File: config.mk
export PLATFORM = sky130hd
export DESIGN_NAME = fetch_stage_flat
export DESIGN_NICKNAME = d
export VERILOG_FILES = /design/src/rtl/fetch_stage_if.sv /design/src/rtl/fetch_stage.sv /design/src/flat_wrapper.sv
export SDC_FILE = /design/constraint.sdc
export NUM_CORES = 1
export LEC_CHECK = 0
export CORE_AREA = 2 2 187 189
export CTS_BUF_LIST = sky130_fd_sc_hd__clkbuf_8
export CTS_CLUSTER_DIAMETER = 150
export CTS_CLUSTER_SIZE = 40
export DETAILED_ROUTE_END_ITERATION = 12
export DIE_AREA = 0 0 189 191
export PLACE_DENSITY = 0.52
export REMOVE_ABC_BUFFERS = 1
export SYNTH_ARGS = -nofsm -noshare
export SYNTH_HDL_FRONTEND = slang
export SYNTH_SLANG_ARGS = --single-unit
File: constraint.sdc
create_clock -name clk -period 7.62 [get_ports clk]
set_input_delay 1.524 -clock clk [delete_from_list [all_inputs] [get_ports clk]]
set_output_delay 1.524 -clock clk [all_outputs]
set_load 0.02 [all_outputs]
File: src/rtl/fetch_stage_if.sv
// Fetch-stage bus: hazard controls and redirect in, fetch address and IF/ID contents out.
// The master side is the hazard unit and the instruction memory; the slave side is fetch_stage.
interface fetch_stage_if #(
  parameter int CNT_W = 32
);
  logic             stallF;
  logic             stallD;
  logic             flushD;
  logic             pcsrcE;
  logic [31:0]      pcTargetE;
  logic [31:0]      instrF;
  logic             instrValidF;
  logic [31:0]      pcF;
  logic [31:0]      instrD;
  logic [31:0]      pcD;
  logic [31:0]      pcPlus4D;
  logic             validD;
  logic [CNT_W-1:0] stallCount;
  logic [CNT_W-1:0] flushCount;

  modport master (
    output stallF, stallD, flushD, pcsrcE, pcTargetE, instrF, instrValidF,
    input  pcF, instrD, pcD, pcPlus4D, validD, stallCount, flushCount
  );

  modport slave (
    input  stallF, stallD, flushD, pcsrcE, pcTargetE, instrF, instrValidF,
    output pcF, instrD, pcD, pcPlus4D, validD, stallCount, flushCount
  );
endinterface

File: src/rtl/fetch_stage.sv
// PC register plus IF/ID register; pcF->instrD is 1 cycle, redirect lands on pcF the cycle after.
// Backpressure: stallF/stallD hold PC and IF/ID, a fetch miss holds PC and bubbles Decode.
module fetch_stage #(
  parameter logic [31:0] RESET_PC  = 32'h0000_0000,
  parameter logic [31:0] NOP_INSTR = 32'h0000_0013,
  parameter int          CNT_W     = 32
) (
  input logic         clk,
  input logic         rst,
  fetch_stage_if.slave bus
);

  localparam logic [CNT_W-1:0] CNT_ONE = {{(CNT_W-1){1'b0}}, 1'b1};

  logic [31:0]      r_pc;
  logic [31:0]      r_instr_d;
  logic [31:0]      r_pc_d;
  logic [31:0]      r_pc_plus4_d;
  logic             r_valid_d;
  logic [CNT_W-1:0] r_stall_cnt;
  logic [CNT_W-1:0] r_flush_cnt;
  logic [31:0]      w_pc_plus4;

  assign w_pc_plus4 = r_pc + 32'd4;

  // Redirect wins over both stall and a fetch miss so a taken branch is never lost.
  always_ff @(posedge clk or posedge rst) begin
    if (rst) begin
      r_pc <= RESET_PC;
    end else if (bus.pcsrcE) begin
      r_pc <= bus.pcTargetE;
    end else if (!bus.stallF && bus.instrValidF) begin
      r_pc <= w_pc_plus4;
    end
  end

  always_ff @(posedge clk or posedge rst) begin
    if (rst) begin
      r_instr_d    <= NOP_INSTR;
      r_pc_d       <= 32'd0;
      r_pc_plus4_d <= 32'd0;
      r_valid_d    <= 1'b0;
    end else if (bus.flushD) begin
      r_instr_d    <= NOP_INSTR;
      r_pc_d       <= 32'd0;
      r_pc_plus4_d <= 32'd0;
      r_valid_d    <= 1'b0;
    end else if (!bus.stallD) begin
      if (bus.instrValidF) begin
        r_instr_d    <= bus.instrF;
        r_pc_d       <= r_pc;
        r_pc_plus4_d <= w_pc_plus4;
        r_valid_d    <= 1'b1;
      end else begin
        r_instr_d    <= NOP_INSTR;
        r_pc_d       <= 32'd0;
        r_pc_plus4_d <= 32'd0;
        r_valid_d    <= 1'b0;
      end
    end
  end

  always_ff @(posedge clk or posedge rst) begin
    if (rst) begin
      r_stall_cnt <= '0;
      r_flush_cnt <= '0;
    end else begin
      if (bus.stallD && !bus.flushD) r_stall_cnt <= r_stall_cnt + CNT_ONE;
      if (bus.flushD)                r_flush_cnt <= r_flush_cnt + CNT_ONE;
    end
  end

  assign bus.pcF        = r_pc;
  assign bus.instrD     = r_instr_d;
  assign bus.pcD        = r_pc_d;
  assign bus.pcPlus4D   = r_pc_plus4_d;
  assign bus.validD     = r_valid_d;
  assign bus.stallCount = r_stall_cnt;
  assign bus.flushCount = r_flush_cnt;

endmodule

File: src/flat_wrapper.sv
// flat-port wrapper written by rule: the top's interface ports become plain ports
module fetch_stage_flat 
#(
  parameter logic [31:0] RESET_PC  = 32'h0000_0000,
  parameter logic [31:0] NOP_INSTR = 32'h0000_0013,
  parameter int          CNT_W     = 32
)
  (clk, rst, bus_stallF, bus_stallD, bus_flushD, bus_pcsrcE, bus_pcTargetE, bus_instrF, bus_instrValidF, bus_pcF, bus_instrD, bus_pcD, bus_pcPlus4D, bus_validD, bus_stallCount, bus_flushCount);
  fetch_stage_if #(.CNT_W(CNT_W)) bus_i ();
  input logic clk;
  input logic rst;
  input wire logic [$bits(bus_i.stallF)-1:0] bus_stallF;
  input wire logic [$bits(bus_i.stallD)-1:0] bus_stallD;
  input wire logic [$bits(bus_i.flushD)-1:0] bus_flushD;
  input wire logic [$bits(bus_i.pcsrcE)-1:0] bus_pcsrcE;
  input wire logic [$bits(bus_i.pcTargetE)-1:0] bus_pcTargetE;
  input wire logic [$bits(bus_i.instrF)-1:0] bus_instrF;
  input wire logic [$bits(bus_i.instrValidF)-1:0] bus_instrValidF;
  output wire logic [$bits(bus_i.pcF)-1:0] bus_pcF;
  output wire logic [$bits(bus_i.instrD)-1:0] bus_instrD;
  output wire logic [$bits(bus_i.pcD)-1:0] bus_pcD;
  output wire logic [$bits(bus_i.pcPlus4D)-1:0] bus_pcPlus4D;
  output wire logic [$bits(bus_i.validD)-1:0] bus_validD;
  output wire logic [$bits(bus_i.stallCount)-1:0] bus_stallCount;
  output wire logic [$bits(bus_i.flushCount)-1:0] bus_flushCount;
  assign bus_i.stallF = bus_stallF;
  assign bus_i.stallD = bus_stallD;
  assign bus_i.flushD = bus_flushD;
  assign bus_i.pcsrcE = bus_pcsrcE;
  assign bus_i.pcTargetE = bus_pcTargetE;
  assign bus_i.instrF = bus_instrF;
  assign bus_i.instrValidF = bus_instrValidF;
  assign bus_pcF = bus_i.pcF;
  assign bus_instrD = bus_i.instrD;
  assign bus_pcD = bus_i.pcD;
  assign bus_pcPlus4D = bus_i.pcPlus4D;
  assign bus_validD = bus_i.validD;
  assign bus_stallCount = bus_i.stallCount;
  assign bus_flushCount = bus_i.flushCount;
  fetch_stage #(.RESET_PC(RESET_PC), .NOP_INSTR(NOP_INSTR), .CNT_W(CNT_W)) u_core (.clk(clk), .rst(rst), .bus(bus_i));
endmodule
# After elaboration in Yosys (flattened, before gate mapping)
# Cells that the tools add are included.
totals:
  out_inout_bits: 193
  ff_bits: 193
  elab_cells: 30
  in_bits: 71
op_classes:
  n_mux: 14
  n_reduce_logical: 5
  eq_ne: 1
  n_addsub: 3
op_table:
  columns: ["cell", "count"]
  rows:
  - ["32-bit 2-to-1 mux", 11]
  - ["32-bit by 1-bit adder with 32-bit output (second input constant)", 2]
  - ["32-bit by 3-bit adder with 32-bit output (second input constant)", 1]
  - ["1-bit 2-to-1 mux", 3]
  - ["1-bit logical AND", 2]
  - ["1-bit zero test", 2]
  - ["2-bit by 1-bit inequality test with 1-bit output (second input constant)", 1]
  - ["2-bit nonzero test", 1]

# Depth between registers and ports, before layout
logic_depth:
  ltp_word: 4
  ltp_mapped: 8
  mapped_depth_nobuf: 6

# Worst setup path before layout
# Ideal clock, no wire load.
synth_timing:
  path_kind: "input to register"
  startpoint: "in bus_flushD"
  endpoint: "reg u_core.r_stall_cnt[26] (netlist: u_core.bus.stallCount[26])"
  arrival_time_ps: 2826
  path_slack_ps: 4665
  cell_stages: 6
  n_path_buf: 1
  setup_ps: 129
  path_cell_list: "buf_6 -> nand4b_4 -> or4_4 -> nor3_4 -> nand4_1 -> xnor2_1"
synth_between:
  elab_chain_cells: 2
synth_rtl:
  columns: ["item", "line_no", "text"]
  rows:
  - ["from (decl)", "flat_wrapper.sv:14", "input wire logic [$bits(bus_i.flushD)-1:0] bus_flushD;"]
  - ["1-bit zero test", "fetch_stage.sv:68", "if (bus.stallD && !bus.flushD) r_stall_cnt <= r_stall_cnt + CNT_ONE;"]
  - ["1-bit logical AND", "fetch_stage.sv:68", null]
  - ["to (signal assigned)", "fetch_stage.sv:68", null]
  - ["to (decl)", "fetch_stage.sv:20", "logic [CNT_W-1:0] r_stall_cnt;"]
# Every way passes these cells.
# A chain may end at the register's enable or synchronous reset.

# Worst setup path in the final report
layout_timing:
  startpoint: "reg u_core.r_pc[17] (netlist: u_core.bus.pcF[17])"
  endpoint: "out bus_pcF[17]"
layout_rtl:
  columns: ["item", "line_no", "text"]
  rows:
  - ["from (decl)", "fetch_stage.sv:15", "logic [31:0] r_pc;"]
  - ["from (signal assigned)", "fetch_stage.sv:31", "r_pc <= bus.pcTargetE;"]
  - ["from (signal assigned)", "fetch_stage.sv:33", "r_pc <= w_pc_plus4;"]
  - ["to (decl)", "flat_wrapper.sv:19", "output wire logic [$bits(bus_i.pcF)-1:0] bus_pcF;"]
# No word-level cell between the ends.

==> results.py <==
metrics = {
    "outcome": {
        "status": "complete, no violations",
    },
    "pwr": {
        "p_leak_uw": 0.00487,
        "ir_drop_mv": 0.102,
        "p_per_area_nw_per_um2": 198,
    },
    "clock_network": {
        "cts_buffer_depth": 2,
        "path_clk_slew_ps": 100,
        "cts_buffers": 17,
        "clock-sinks": 191,
        "cts_root_buf": "clkbuf_8",
        "cts_setup_buffers": 0,
        "htreeDepth": 4,
        "ctsHoldBuffers": 0,
        "cts_resized": 0,
        "cts_tree": "built",
        "worstSkewPairLatency_ps": 480,
    },
    "drt": {
        "drt_first_iter_violations": 350,
        "vias": 6559,
        "firstDrtPassIters": 4,
        "avgViaCountPerCell": 4.49,
        "antenna_left": 0,
        "route.final.wire_length_um": 25000,
        "drc": 0,
        "wl_per_cell_um": 17.1,
    },
    "synth": {
        "synth_largest_area_cell": "dfrtp_1",
        "synthDominantCellAreaShare_pct": 56.0,
        "synth.distinct_cells": 45,
        "ys_ff_latch": 191,
        "synth.cell_area_um2": 8400,
        "seq_area_frac_synth_pct": 56.9,
        "ys_warn_count": 0,
        "synth.area.top_cells": "dfrtp_1 56%, xnor2_1 7.0%, a22o_1 6.4%",
        "synth_area_per_cell_um2": 11.1,
        "synthCells": 755,
    },
    "setup_path": {
        "cp_max_fo": 11,
        "cp.required_ps": 6100,
        "worst_ep_arrival_time_ps": 1800,
        "critPathBufInv": 1,
        "critPathMaxStageDelay_ps": 690,
        "cp_slowest_cell": "clkdlybuf4s50_1",
        "cp_top_family": "buffers and inverters",
        "endpoint_kind": "primary output",
        "worstSetupPathType": "register to primary output",
        "crit_path_cell_trace": "clkdlybuf4s50_1",
        "cp-start-kind": "register",
    },
    "global_route": {
        "grt_antenna_before_repair": 0,
        "grt_pass1_wl_um": 40000,
        "grt_use_total_pct": 14.3,
        "grt_max_degree": 118,
        "grt_pass1_vias": 6776,
        "grt_overflow_total": 0,
    },
    "cells_and_area": {
        "finalNonFillerCells": 1462,
        "areaGrowthSynthToFinish_pct": 41.6,
        "num-nets-final": 1067,
        "fillers": 3444,
        "seqCellArea_um2": 4780,
        "drive_gt1_share_pct": 6.26,
        "stdcell_area_um2": 11900,
        "multi_input_area_um2": 3380,
    },
    "hold_path": {
        "hold_path.class": "register to register",
    },
    "floorplanning": {
        "boundaryPins": 264,
        "die_w_um": 189,
        "rows": 68,
        "die-area_um2": 36100,
        "start_util_pct": 24.6,
        "fp.dieH_um": 191,
        "core_area_um2": 34100,
    },
    "timing": {
        "slew_viol_final": 0,
        "setup_slack_ps": 4290,
        "rsz0062_at_grt": "false",
        "tns_ps": 0,
        "fin_worst_skew_ps": 13.3,
        "setup_viol": 0,
        "fin_crit_sh_pct": 43.6,
        "relSlewSlack_pct": 24.3,
        "worst_pin_slew_ps": 1140,
        "min_period_ps": 3330,
        "hold_viol": 0,
        "max_freq_mhz": 301,
    },
    "placement": {
        "numPlacedInstances": 1429,
        "place_area_um2": 11500,
        "place_ws_ps": 3730,
        "dp_hpwl_um": 17100,
        "gp_congestion": 0.719,
        "numPortBuffers": 263,
    },
    "job": {
        "maxCapViolCount": 0,
    },
}
[metal layers]
metal  wire length [um]  global-route usage, %  vias up
met5                  0                      0        -
li1                   -                      -     3112
met4                386                   4.30        0
met1              11500                   18.8     3225
met2              11400                   22.3      200
met3               1720                   4.59       22
[metrics by stage]
stage          util, %  total power [uW]  hold slack, ps
5_1_grt           34.9              2470             506
6_report          34.9              2350             473
4_1_cts           34.9              2400             485
2_1_floorplan        -              1380             582
3_3_place_gp      33.6              1630             461
3_5_place_dp      33.6              1630             472
[where the power goes]
part	switching, uW	internal, uW	total [uW]
combinational	218	207	425
clock	387	366	753
sequential	96.5	1080	1170
[flip-flops by register name, indices dropped and copies added (netlist names)]
signal and flops:
u_core.bus.pcD 30, u_core.bus.validD 1, u_core.bus.flushCount 32, u_core.bus.stallCount 32, u_core.bus.pcPlus4D 32, u_core.bus.pcF 32, u_core.bus.instrD 32
[worst paths after layout]
check,endpoint,from,cells after the start,slack (ps)
max in group asynchronous,u_core.bus.pcF[15],rst,3,4440
setup reg to reg,u_core.bus.pcF[12],u_core.bus.pcF[2],6,5110
setup / recovery,bus_pcF[17],u_core.bus.pcF[17],1,4290
hold / removal,u_core.bus.stallCount[31],u_core.bus.stallCount[31],1,470
min in group asynchronous,u_core.bus.instrD[3],rst,2,1580
hold reg to reg,u_core.bus.stallCount[31],u_core.bus.stallCount[31],1,470
[cells by family after synthesis]
family / after synthesis / share of synthesized area (%)
multiplexers: 4 / 0.521
flip-flops: 191 / 56.9
adder cells (fa/ha/maj): 3 / 0.447
buffers and inverters: 59 / 3.01
XOR/XNOR: 117 / 12.2
AND/OR/NAND/NOR: 256 / 16.5
AO/OA/AOI/OAI: 125 / 10.4
[Yosys cell counts (all sizes together)]
master / count
nor4: 5
a31oi: 1
nor4b: 1
nand2: 99
ha: 3
mux2i: 1
nor3b: 1
dfstp: 3
or3: 1
o22a: 3
and3: 6
dfrtp: 188
nand2b: 4
inv: 8
a311o: 1
nor2b: 2
and4: 14
mux2: 3
xnor2: 67
a22o: 61
xor2: 50
or2: 1
nand4b: 1
clkbuf: 32
nor2: 19
and2: 4
nand3: 48
nor3: 13
or4: 1
nand4: 35
buf: 19
o21ai: 59
or3b: 1
[cell type report]
| cell class | count | share of cell area [%] |
|---|---|---|
| antenna | 1 | 0.0210 |
| clock buffer | 18 | 2.08 |
| clock inverter | 14 | 1.61 |
| inverter | 8 | 0.316 |
| multi-input combinational | 505 | 28.4 |
| sequential | 191 | 40.2 |
| tap | 455 | 4.79 |
| timing repair buffer | 270 | 22.5 |
[placed cells by master, fill, tap and decap left out, types with 2 or more instances in the layout]
cell type,instances
clkdlybuf4s50_1,262
dfrtp_1,188
nand2_1,99
xnor2_1,67
a22o_1,61
xor2_1,50
nand3_1,46
nand4_1,33
o21ai_1,32
o21ai_0,27
nor2_1,18
clkbuf_8,18
and4_1,13
inv_1,9
nor3_1,8
buf_4,7
and3_1,6
and2_1,4
nor3_2,4
nand2b_1,4
bufinv_16,4
clkinv_4,4
nor4_1,3
mux2_2,3
o22a_1,3
ha_1,3
dfstp_2,3
nand4_2,2
nor4_2,2
clkinvlp_4,2
Power figures use the tool's default switching activity.
